<file path="src/rtl/memory_access_pkg.sv">
// Shared encodings for the MEM stage: control codes, access sizes, FSM states
// and the branch-condition decode.
package memory_access_pkg;

  localparam logic [1:0] MEMRW_LOAD  = 2'b01;
  localparam logic [1:0] MEMRW_STORE = 2'b10;

  localparam logic [2:0] BR_BEQ  = 3'b001;
  localparam logic [2:0] BR_BNE  = 3'b010;
  localparam logic [2:0] BR_BLT  = 3'b011;
  localparam logic [2:0] BR_JALR = 3'b100;
  localparam logic [2:0] BR_BGE  = 3'b101;
  localparam logic [2:0] BR_JAL  = 3'b110;

  localparam logic [2:0] SZ_B  = 3'b000;
  localparam logic [2:0] SZ_H  = 3'b001;
  localparam logic [2:0] SZ_BU = 3'b100;
  localparam logic [2:0] SZ_HU = 3'b101;

  typedef enum logic {
    ST_IDLE = 1'b0,
    ST_REQ  = 1'b1
  } state_t;

  // EX leaves a compare result in the ALU output: 0/1 for BLT/BGE, a difference for BEQ/BNE.
  function automatic logic branch_cond(input logic [2:0] br, input logic [31:0] alu);
    case (br)
      BR_BEQ, BR_BGE:  return alu == 32'd0;
      BR_BNE:          return alu != 32'd0;
      BR_BLT:          return alu == 32'd1;
      BR_JAL, BR_JALR: return 1'b1;
      default:         return 1'b0;
    endcase
  endfunction

endpackage

</file>
<file path="src/rtl/memory_access_mem_align.sv">
// Byte-lane steering for the data bus: store enables/replication, load lane
// extraction with sign/zero extension, and misalignment detection. Pure combinational.
module memory_access_mem_align
  import memory_access_pkg::*;
(
  input  logic [1:0]  addr_lo,
  input  logic [2:0]  size,
  input  logic [31:0] store_data,
  input  logic [31:0] rdata,
  output logic [3:0]  be,
  output logic [31:0] wdata,
  output logic [31:0] load_data,
  output logic        misaligned
);

  logic [31:0] lane;
  logic [7:0]  byte_sel;
  logic [15:0] half_sel;

  assign lane     = rdata >> {addr_lo, 3'b000};
  assign byte_sel = lane[7:0];
  assign half_sel = addr_lo[1] ? rdata[31:16] : rdata[15:0];

  always_comb begin
    be         = 4'b1111;
    wdata      = store_data;
    load_data  = rdata;
    misaligned = 1'b0;
    case (size)
      SZ_B, SZ_BU: begin
        be        = 4'b0001 << addr_lo;
        wdata     = {4{store_data[7:0]}};
        load_data = {{24{byte_sel[7] && (size == SZ_B)}}, byte_sel};
      end
      SZ_H, SZ_HU: begin
        be         = addr_lo[1] ? 4'b1100 : 4'b0011;
        wdata      = {2{store_data[15:0]}};
        load_data  = {{16{half_sel[15] && (size == SZ_H)}}, half_sel};
        misaligned = addr_lo[0];
      end
      // word and every undefined size code
      default: misaligned = (addr_lo != 2'b00);
    endcase
  end

endmodule

</file>
<file path="src/rtl/memory_access.sv">
// MEM stage: data-bus FSM with ack timeout, branch resolution and the MEM/WB register.
// Memory ops stall upstream until ack or timeout; other ops pass through in one cycle.
module memory_access
  import memory_access_pkg::*;
#(
  parameter int XLEN        = 32,
  parameter int ACK_TIMEOUT = 16
) (
  input  logic            clk,
  input  logic            rst,
  input  logic [XLEN-1:0] PCBranch_pype2,
  input  logic [XLEN-1:0] PCp4_pype2,
  input  logic [XLEN-1:0] ALU_co_pype,
  input  logic [XLEN-1:0] read_data2_pype2,
  input  logic [4:0]      WReg_pype2,
  input  logic            RegWrite_pype2,
  input  logic [1:0]      MemtoReg_pype2,
  input  logic [1:0]      MemRW_pype2,
  input  logic [2:0]      MemBranch_pype2,
  input  logic [31:0]     Instraction_pype2,
  output logic            dmem_req,
  output logic            dmem_we,
  output logic [XLEN-1:0] dmem_addr,
  output logic [XLEN-1:0] dmem_wdata,
  output logic [3:0]      dmem_be,
  input  logic            dmem_ack,
  input  logic [XLEN-1:0] dmem_rdata,
  output logic            mem_stall,
  output logic            branch_taken,
  output logic [XLEN-1:0] branch_PC,
  output logic [XLEN-1:0] ALU_co_pype3,
  output logic [XLEN-1:0] read_data_pype3,
  output logic [XLEN-1:0] PCp4_pype3,
  output logic [4:0]      WReg_pype3,
  output logic            RegWrite_pype3,
  output logic [1:0]      MemtoReg_pype3,
  output logic [31:0]     Instraction_pype3,
  output logic            mem_err
);

  localparam int CNT_W = $clog2(ACK_TIMEOUT + 1);

  state_t             state, state_nxt;
  logic [CNT_W-1:0]   tmo_cnt;
  logic               is_load, is_store, is_mem;
  logic               misaligned, timeout, err_now, wb_en;
  logic [3:0]         st_be;
  logic [31:0]        load_data;

  assign is_load  = (MemRW_pype2 == MEMRW_LOAD);
  assign is_store = (MemRW_pype2 == MEMRW_STORE);
  assign is_mem   = is_load || is_store;
  assign timeout  = (state == ST_REQ) && !dmem_ack && (tmo_cnt == CNT_W'(ACK_TIMEOUT - 1));

  memory_access_mem_align u_align (
    .addr_lo    (ALU_co_pype[1:0]),
    .size       (Instraction_pype2[14:12]),
    .store_data (read_data2_pype2),
    .rdata      (dmem_rdata),
    .be         (st_be),
    .wdata      (dmem_wdata),
    .load_data  (load_data),
    .misaligned (misaligned)
  );

  always_ff @(posedge clk) begin
    if (!rst) state <= ST_IDLE;
    else      state <= state_nxt;
  end

  always_comb begin
    state_nxt = state;
    case (state)
      ST_IDLE: if (is_mem && !misaligned) state_nxt = ST_REQ;
      ST_REQ:  if (dmem_ack || timeout)   state_nxt = ST_IDLE;
      default: state_nxt = ST_IDLE;
    endcase
  end

  // The IDLE cycle of an access already stalls: the op needs the bus next cycle.
  always_comb begin
    dmem_req  = 1'b0;
    mem_stall = 1'b0;
    err_now   = 1'b0;
    case (state)
      ST_IDLE: begin
        mem_stall = is_mem && !misaligned;
        err_now   = is_mem && misaligned;
      end
      ST_REQ: begin
        dmem_req  = 1'b1;
        mem_stall = !dmem_ack && !timeout;
        err_now   = timeout;
      end
      default: ;
    endcase
  end

  always_ff @(posedge clk) begin
    if (!rst || state != ST_REQ || dmem_ack || timeout) tmo_cnt <= '0;
    else                                               tmo_cnt <= tmo_cnt + 1'b1;
  end

  assign dmem_we      = dmem_req && is_store;
  assign dmem_be      = dmem_req ? (is_store ? st_be : 4'b1111) : 4'b0000;
  assign dmem_addr    = {ALU_co_pype[XLEN-1:2], 2'b00};
  assign branch_taken = branch_cond(MemBranch_pype2, ALU_co_pype) && !mem_stall;
  assign branch_PC    = PCBranch_pype2;
  assign wb_en        = !mem_stall && !err_now && !is_store;

  always_ff @(posedge clk) begin
    if (!rst) begin
      ALU_co_pype3      <= '0;
      read_data_pype3   <= '0;
      PCp4_pype3        <= '0;
      WReg_pype3        <= '0;
      RegWrite_pype3    <= 1'b0;
      MemtoReg_pype3    <= '0;
      Instraction_pype3 <= '0;
      mem_err           <= 1'b0;
    end else begin
      ALU_co_pype3      <= ALU_co_pype;
      read_data_pype3   <= load_data;
      PCp4_pype3        <= PCp4_pype2;
      WReg_pype3        <= WReg_pype2;
      RegWrite_pype3    <= RegWrite_pype2 && wb_en;
      MemtoReg_pype3    <= MemtoReg_pype2;
      Instraction_pype3 <= Instraction_pype2;
      mem_err           <= err_now;
    end
  end

endmodule

</file>
<file path="config.mk">
export PLATFORM = sky130hd
export DESIGN_NAME = memory_access
export DESIGN_NICKNAME = d
export VERILOG_FILES = /design/src/rtl/memory_access_pkg.sv /design/src/rtl/memory_access_mem_align.sv /design/src/rtl/memory_access.sv
export SDC_FILE = /design/constraint.sdc
export NUM_CORES = 1
export LEC_CHECK = 0
export CELL_PAD_IN_SITES_DETAIL_PLACEMENT = 0
export CELL_PAD_IN_SITES_GLOBAL_PLACEMENT = 1
export CORE_AREA = 5 5 169 171
export CTS_BUF_LIST = sky130_fd_sc_hd__clkbuf_8
export CTS_CLUSTER_DIAMETER = 200
export CTS_CLUSTER_SIZE = 10
export DETAILED_ROUTE_END_ITERATION = 10
export DIE_AREA = 0 0 174 176
export PLACE_DENSITY = 0.73
export SLEW_MARGIN = 40
export SYNTH_ARGS = -nofsm -noshare
export SYNTH_HDL_FRONTEND = slang
export SYNTH_SLANG_ARGS = --single-unit
</file>
<file path="constraint.sdc">
create_clock -name clk -period 3.8 [get_ports clk]
set_clock_uncertainty 0.1 [all_clocks]
set_input_delay 0.76 -clock clk [delete_from_list [all_inputs] [get_ports clk]]
set_output_delay 0.76 -clock clk [all_outputs]
set_load 0.01 [all_outputs]
</file>
==> summary.md, run 1 <==
| Metric | Value |
|---|---|
| Placed cell count | 1205 |
| Worst slew pin tran | 0.622 ns |
| Crit path kind | input port to output pin |
| Die area | 0.0306 mm^2 |
| # port buffers | 382 |
| Pre-Repair DR Iteration Count | 4 |
| Syn Area/Cell | 9.91 um^2 |
| Ant. Diodes | 0 |
| Fmax | approximately 270 MHz |
| Asr flop ratio synth | 0% |
| CP arrival | 2.79 ns |
| Non-filler cells, final | between 1000 and 1500 |
| Layout area overhead | 75.5% |
| Final wirelength | 23000 um |
| Crit path cell chain | clkdlybuf4s50_1 > buf_4 > nor2b_1 > buf_4 > a21boi_0 > buf_4 > clkdlybuf4s50_1 |
| Post-DP HPWL | about 18000 um |
| Commonest register cell after synthesis | dfxtp_1 |
| Initial antenna violation count | 0 |
| CP Max Fanout | 31 |
| DR vias/cell | roughly 4 |
| Total global routing overflow | 0 |
| Highest-count cells in the layout ignoring fill and taps | 380 x clkdlybuf4s50_1, 143 x dfxtp_1, 108 x and2_1 |
| Commonest non-fill, non-tap cell in the layout | clkdlybuf4s50_1 |
| Worst setup EP type | output pin |
| ANT nets after route | 0 |
| Wire length on met3 | 1570 um |
| Mapped cell area | 0.00553 mm^2 |
| Mapped Cells | 558 |
| Bufs and invs on worst path | 5 |
| Fin nets | 1094 |
| RSZ-0062 raised after global routing | false |
| Peak supply drop | 200 uV |
| CTS tree | built |
| Layout cells sized above 1 | between 9 and 10% |
| Worst-skew pair later-pin latency | 0.45 ns |
| Maxcap violations | 0 |
| Worst setup slack after layout | 0.152 ns |
| Num CTS Buffers | 17 |
| Post-synth EDFFs | 0 |
| Die Wd | 174 um |
| Die height | roughly 180 um |
| Clock sinks | 143 |
| Initial Utilization | 20.7% |
| Min Clock Period, post-route | 3.65 ns |
| Clock root buffer master | clkbuf_8 |
| Final hold slack | 0.362 ns |
| CP max stage delay | ~0.55 ns |
| Data required time of the worst path | 2.94 ns |
| Distinct cells, synth | 37 |
| Max transition margin | 58.5% |
| Number of H-tree levels | 4 |
| Post-route cell area | 0.00970 mm^2 |
| Synth warn | 0 |
| Clk buf depth | 2 |
| CP delay by family, top | buffers and inverters |
| Critical path's most frequent cell | buf_4 |
| Hold WC Path Type | flip-flop to flip-flop |
| Pre-CTS WS | 0.0481 ns |
| Total global routing track utilization | 14.4% |
| Synthesized flop and latch total | 143 |
| Clock transition at path regs | ~0.080 ns |
| Core area | 0.0267 mm^2 |
| CTS resizes | 0 |
| Vias in the first global route | 5140 |
| Crit path max-delay cell type | clkdlybuf4s50_1 |
| Vias | 4989 |
| Hold bufs inserted after CTS | 0 |
| Final Wtd Congestion | 0.861 |
| Sum Neg Setup Slack | 0 ns |
| Outcome | finished clean |
| Highest Signal Layer | met4 |
| Static Leak | roughly 3.8 nW |
| First-pass GRT wire length | 33300 um |
| Area after DPL | 0.00931 mm^2 |
| Final hold violation count | 0 |
| I/O pin cnt | 449 |
| Final-report setup violation count | 0 |
| PD cells | 366 mW/mm^2 |
| Wirelength per Cell | 18.6 um |
| Share of the yosys chip area belonging to registers | 51.8% |
| DR iter-0 viols | 168 |
| WL met1 | between 9000 and 10000 um |
| Max Slew Vio Count | 0 |
| Crit path launch type | input port |
| Largest net degree at the start of global routing | 99 |
| Post-CTS setup buffers | 0 |
| Cell Rows | 60 |
| Final Cycle Share | a little over nine tenths |
| Post-route DRC | 0 |
| Met2 routed WL | approximately 11000 um |
[per-layer routing]
metal / global-route usage [%] / up-vias
met3: 4.18 / 54
met1: 16.9 / 2297
li1: - / 2409
met5: 0 / -
met4: 5.87 / 0
met2: 24.7 / 229
[power by group]
part	leakage (nW)	internal (mW)	switching [mW]
Sequential	1.19	1.58	0.0224
Clock	0.184	0.493	0.684
Combinational	2.46	0.472	0.298
[sequential cells by signal (all words and copies together), names as in the netlist]
register and count:
ALU_co_pype3 32, state 1, read_data_pype3 32, RegWrite_pype3 1, tmo_cnt 5, WReg_pype3 5
Instraction_pype3 32, PCp4_pype3 32, mem_err 1, MemtoReg_pype3 2
[Yosys cell counts, types with 2 or more instances]
master | instances | share of area (%)
ha_1 | 3 | 0.68
a21oi_1 | 10 | 0.91
and2_1 | 108 | 12
buf_2 | 6 | 0.54
a221o_1 | 14 | 2.5
mux2_2 | 16 | 3.3
and3_1 | 3 | 0.34
clkbuf_1 | 23 | 1.6
buf_6 | 2 | 0.41
a21boi_0 | 2 | 0.27
nand2_1 | 45 | 3.1
nor3_1 | 11 | 1.0
o21ai_0 | 23 | 2.1
nor4_1 | 8 | 0.91
nand3_1 | 2 | 0.18
dfxtp_1 | 143 | 52
mux2i_1 | 17 | 3.1
nor2b_1 | 11 | 1.2
nand4_1 | 2 | 0.23
nor2_1 | 16 | 1.1
inv_1 | 6 | 0.41
buf_4 | 72 | 9.8
[logic make-up (layout without fill, tap and decap cells)]
logic type / Yosys count / in the layout / share of synthesized area [%]
mux: 34 / 34 / 6.74
xor+xnor: 2 / 2 / 0.317
buf+inv: 109 / 446 / 12.7
simple gates: 211 / 211 / 20.9
compound gates: 55 / 55 / 6.81
fa+ha+maj: 3 / 3 / 0.679
other cells: 1 / 2 / 0.0678
flops: 143 / 143 / 51.8
[metrics by stage]
| step | utilization [%] | power (mW) |
|---|---|---|
| final | 36.3 | 3.55 |
| after global routing | 36.3 | 3.75 |
| after CTS | 36.2 | 3.64 |
| after detailed placement | 34.8 | 2.42 |
| after global placement | 34.8 | 2.42 |
| after floorplan | - | 1.94 |
[final timing paths]
kind	slack (ns)	from	endpoint	cells after the start
worst max-delay path	0.15	Instraction_pype2[13]	dmem_be[3]	7
worst min-delay path	0.36	tmo_cnt[0]$_SDFF_PP0_	tmo_cnt[0]$_SDFF_PP0_	1
worst max register to register	2.18	tmo_cnt[0]$_SDFF_PP0_	state$_SDFF_PN0_	6
worst min register to register	0.36	tmo_cnt[0]$_SDFF_PP0_	tmo_cnt[0]$_SDFF_PP0_	1
[area by class of cell]
cell class / count / area (um^2)
Multi-Input combinational cell: 307 / 1990
Clock inverter: 14 / 121
Fill cell: 2720 / 17000
Clock buffer: 18 / 248
Sequential cell: 143 / 2860
Inverter: 6 / 22.5
Tap cell: 341 / 427
Timing Repair Buffer: 408 / 4030
(Power assumes the default switching activity.)
==> inputs of run 2 (changes only) <==
--- a/config.mk
+++ b/config.mk
@@ -13,6 +13,7 @@
 export CTS_CLUSTER_SIZE = 10
 export DETAILED_ROUTE_END_ITERATION = 10
 export DIE_AREA = 0 0 174 176
+export GPL_ROUTABILITY_DRIVEN = 0
 export PLACE_DENSITY = 0.73
 export SLEW_MARGIN = 40
 export SYNTH_ARGS = -nofsm -noshare
==> results of run 2 <==
Final layout, timing and power as in run 1 (identical DEF).
==> inputs of run 3 (changes only) <==
--- a/config.mk
+++ b/config.mk
@@ -7,14 +7,15 @@
 export LEC_CHECK = 0
 export CELL_PAD_IN_SITES_DETAIL_PLACEMENT = 0
 export CELL_PAD_IN_SITES_GLOBAL_PLACEMENT = 1
-export CORE_AREA = 5 5 169 171
+export CORE_AREA = 5 5 170 172
 export CTS_BUF_LIST = sky130_fd_sc_hd__clkbuf_8
 export CTS_CLUSTER_DIAMETER = 200
 export CTS_CLUSTER_SIZE = 10
 export DETAILED_ROUTE_END_ITERATION = 10
-export DIE_AREA = 0 0 174 176
+export DIE_AREA = 0 0 175 177
+export DONT_BUFFER_PORTS = 1
 export GPL_ROUTABILITY_DRIVEN = 0
-export PLACE_DENSITY = 0.73
+export PLACE_DENSITY = 0.41
 export SLEW_MARGIN = 40
 export SYNTH_ARGS = -nofsm -noshare
 export SYNTH_HDL_FRONTEND = slang
==> run 3 against run 2 <==
  * Sequential cell count stayed put
  * Wire length is 18% lower
  * Non-clock buffer count is 407 lower
  * Worst setup slack better by 0.49 ns
  * Die area is 1.1% higher
  * First-iteration DRC count is 35% lower
  * Core utilization is 15 points lower
  * Global-route usage is 2.8 points lower
  * Sequential share of layout area is 21 points higher
  * Worst hold slack worse by 0.041 ns
  * Fmax is 15% higher
  * Critical endpoint is now branch_taken
  * Critical path type unchanged
==> summary.md, run 3 (synthesized netlist as in run 1, its figures left out) <==
| Metric | Value |
|---|---|
| Outcome | finished clean |
| Crit path max-delay cell type | nor4_1 |
| Final Cycle Share | 83.2% (-13 points) |
| Peak supply drop | 177 uV (-12%) |
| Fin nets | 687 (-37%) |
| Final hold violation count | 0 (unchanged) |
| Maxcap violations | 0 (unchanged) |
| Clk buf depth | 2 (unchanged) |
| Max transition margin | 51.9% (-6.7 points) |
| Number of H-tree levels | 4 (unchanged) |
| R2R setup slack | 2.08 ns (-0.10 ns) |
| Num CTS Buffers | 17 (unchanged) |
| Worst-skew pair later-pin latency | 0.43 ns (-0.02 ns) |
| Final wirelength | 18700 um (-18%) |
| Clock sinks | 143 (unchanged) |
| Core area | 0.0273 mm^2 (+2.2%) |
| Die height | 177 um (+0.57%) |
| Final-report setup violation count | 0 (unchanged) |
| DR vias/cell | 4.19 (+4.0%) |
| Commonest non-fill, non-tap cell in the layout | dfxtp_1 |
| CP arrival | 2.30 ns (-0.49 ns) |
| Largest net degree at the start of global routing | 119 (+20%) |
| CTS tree | built |
| Max Slew Vio Count | 0 (unchanged) |
| Critical path's most frequent cell | nor4_1 |
| Initial antenna violation count | 1 (+1) |
| ANT nets after route | 0 (unchanged) |
| Vias | 3511 (-30%) |
| Data required time of the worst path | 2.94 ns (about the same) |
| Post-route DRC | 0 (unchanged) |
| Wirelength per Cell | 22.4 um (+20%) |
| Crit Reg-Reg Startpoint | tmo_cnt[0]$_SDFF_PP0_ |
| Die area | 0.0310 mm^2 (+1.1%) |
| Total power | 3.11 mW (-12%) |
| Worst r2r dst | state$_SDFF_PN0_ |
| Initial Utilization | 20.2% (-0.45 points) |
| DR iter-0 viols | 110 (-35%) |
| Pre-Repair DR Iteration Count | 4 (unchanged) |
| Highest-count cells in the layout ignoring fill and taps | 143 x dfxtp_1, 108 x and2_1, 45 x nand2_1 |
| Sum Neg Setup Slack | 0 ns (unchanged) |
| WL met1 | 6320 um (-33%) |
| Crit path launch type | input port |
| Post-CTS setup buffers | 0 (unchanged) |
| Post-DP HPWL | 14700 um (-20%) |
| Final hold slack | 0.321 ns (-0.0413 ns) |
| Total global routing overflow | 0 (unchanged) |
| Met2 routed WL | 10000 um (-11%) |
| Layout area overhead | 3.05% |
| Total global routing track utilization | 11.6% (-2.8 points) |
| Crit path kind | input port to output pin |
| # port buffers | 0 (-100%) |
| Highest Signal Layer | met4 |
| Worst slew pin tran | 0.721 ns (+0.0987 ns) |
| Layout cells sized above 1 | 11.0% (+1.8 points) |
| Bufs and invs on worst path | 0 (-5) |
| Clock transition at path regs | 0.10 ns (+0.02 ns) |
| Hold Startpoint | dmem_rdata[17] |
| Cell Rows | 61 (+1.7%) |
| Wire length on met3 | 1810 um (+16%) |
| Worst setup EP type | output pin |
| CP Max Fanout | 3 (-90%) |
| CP delay by family, top | simple AND/OR/NAND/NOR gates |
| Static Leak | 2.25 nW (-41%) |
| CP max stage delay | 0.55 ns (about the same) |
| Hold WC Path Type | input port to flip-flop |
| CTS resizes | 0 (unchanged) |
| Clock root buffer master | clkbuf_8 |
| Worst Hold Depth | 2 (+1) |
| I/O pin cnt | 449 (unchanged) |
| RSZ-0062 raised after global routing | false |
| Worst R2R Path Depth | 6 (unchanged) |
| Fmax | 316 MHz (+15%) |
| Hold bufs inserted after CTS | 0 (unchanged) |
| Crit path cell chain | nor4_1 > nand4_1 > o21a_1 > nor4_1 |
| Min Clock Period, post-route | 3.16 ns (-0.488 ns) |
| Vias in the first global route | 3667 (-29%) |
| First-pass GRT wire length | 26300 um (-21%) |
| Min-Delay Endpoint | read_data_pype3[17]$_SDFF_PN0_ |
| PD cells | 546 mW/mm^2 (+49%) |
| Die Wd | 175 um (+0.57%) |
[run 3: metal layers]
layer / vias to the layer above / global-route usage, %
met5: - / 0
met4: 0 / 5.24
met3: 40 / 4.51
met2: 240 / 21.4
met1: 1648 / 11.4
li1: 1583 / -
[run 3: power breakdown]
part / internal, mW / switching [mW]
combinational: 0.0887 / 0.0944
sequential: 1.58 / 0.0865
clock: 0.561 / 0.695
total: 2.23 / 0.876
[run 3: stage by stage]
stage,setup slack (ns),utilization [%],cell area (um^2),cells
after global routing,0.538,20.8,5700,836
after global placement,0.651,19.4,5290,803
final,0.640,20.9,5700,837
after detailed placement,0.592,19.4,5290,803
after CTS,0.581,20.8,5690,835
after floorplan,1.05,-,5530,559
[run 3: worst max path at each step]
stage,endpoint,slack [ns],cells past startpoint,startpoint
after global placement,branch_taken,0.65,4,ALU_co_pype[2]
after global routing,branch_taken,0.54,6,tmo_cnt[0]$_SDFF_PP0_
after floorplan,branch_taken,1.05,5,MemRW_pype2[0]
final,branch_taken,0.64,4,ALU_co_pype[8]
after detailed placement,branch_taken,0.59,4,ALU_co_pype[2]
after CTS,branch_taken,0.58,4,ALU_co_pype[2]
[run 3: cell type report]
type,instances,area (um^2)
Tap cell,346,433
Timing Repair Buffer,1,7.51
Antenna cell,2,5.00
Clock buffer,18,248
Inverter,6,22.5
Multi-Input combinational cell,307,1970
Sequential cell,143,2860
Clock inverter,14,151
Fill cell,2987,21600
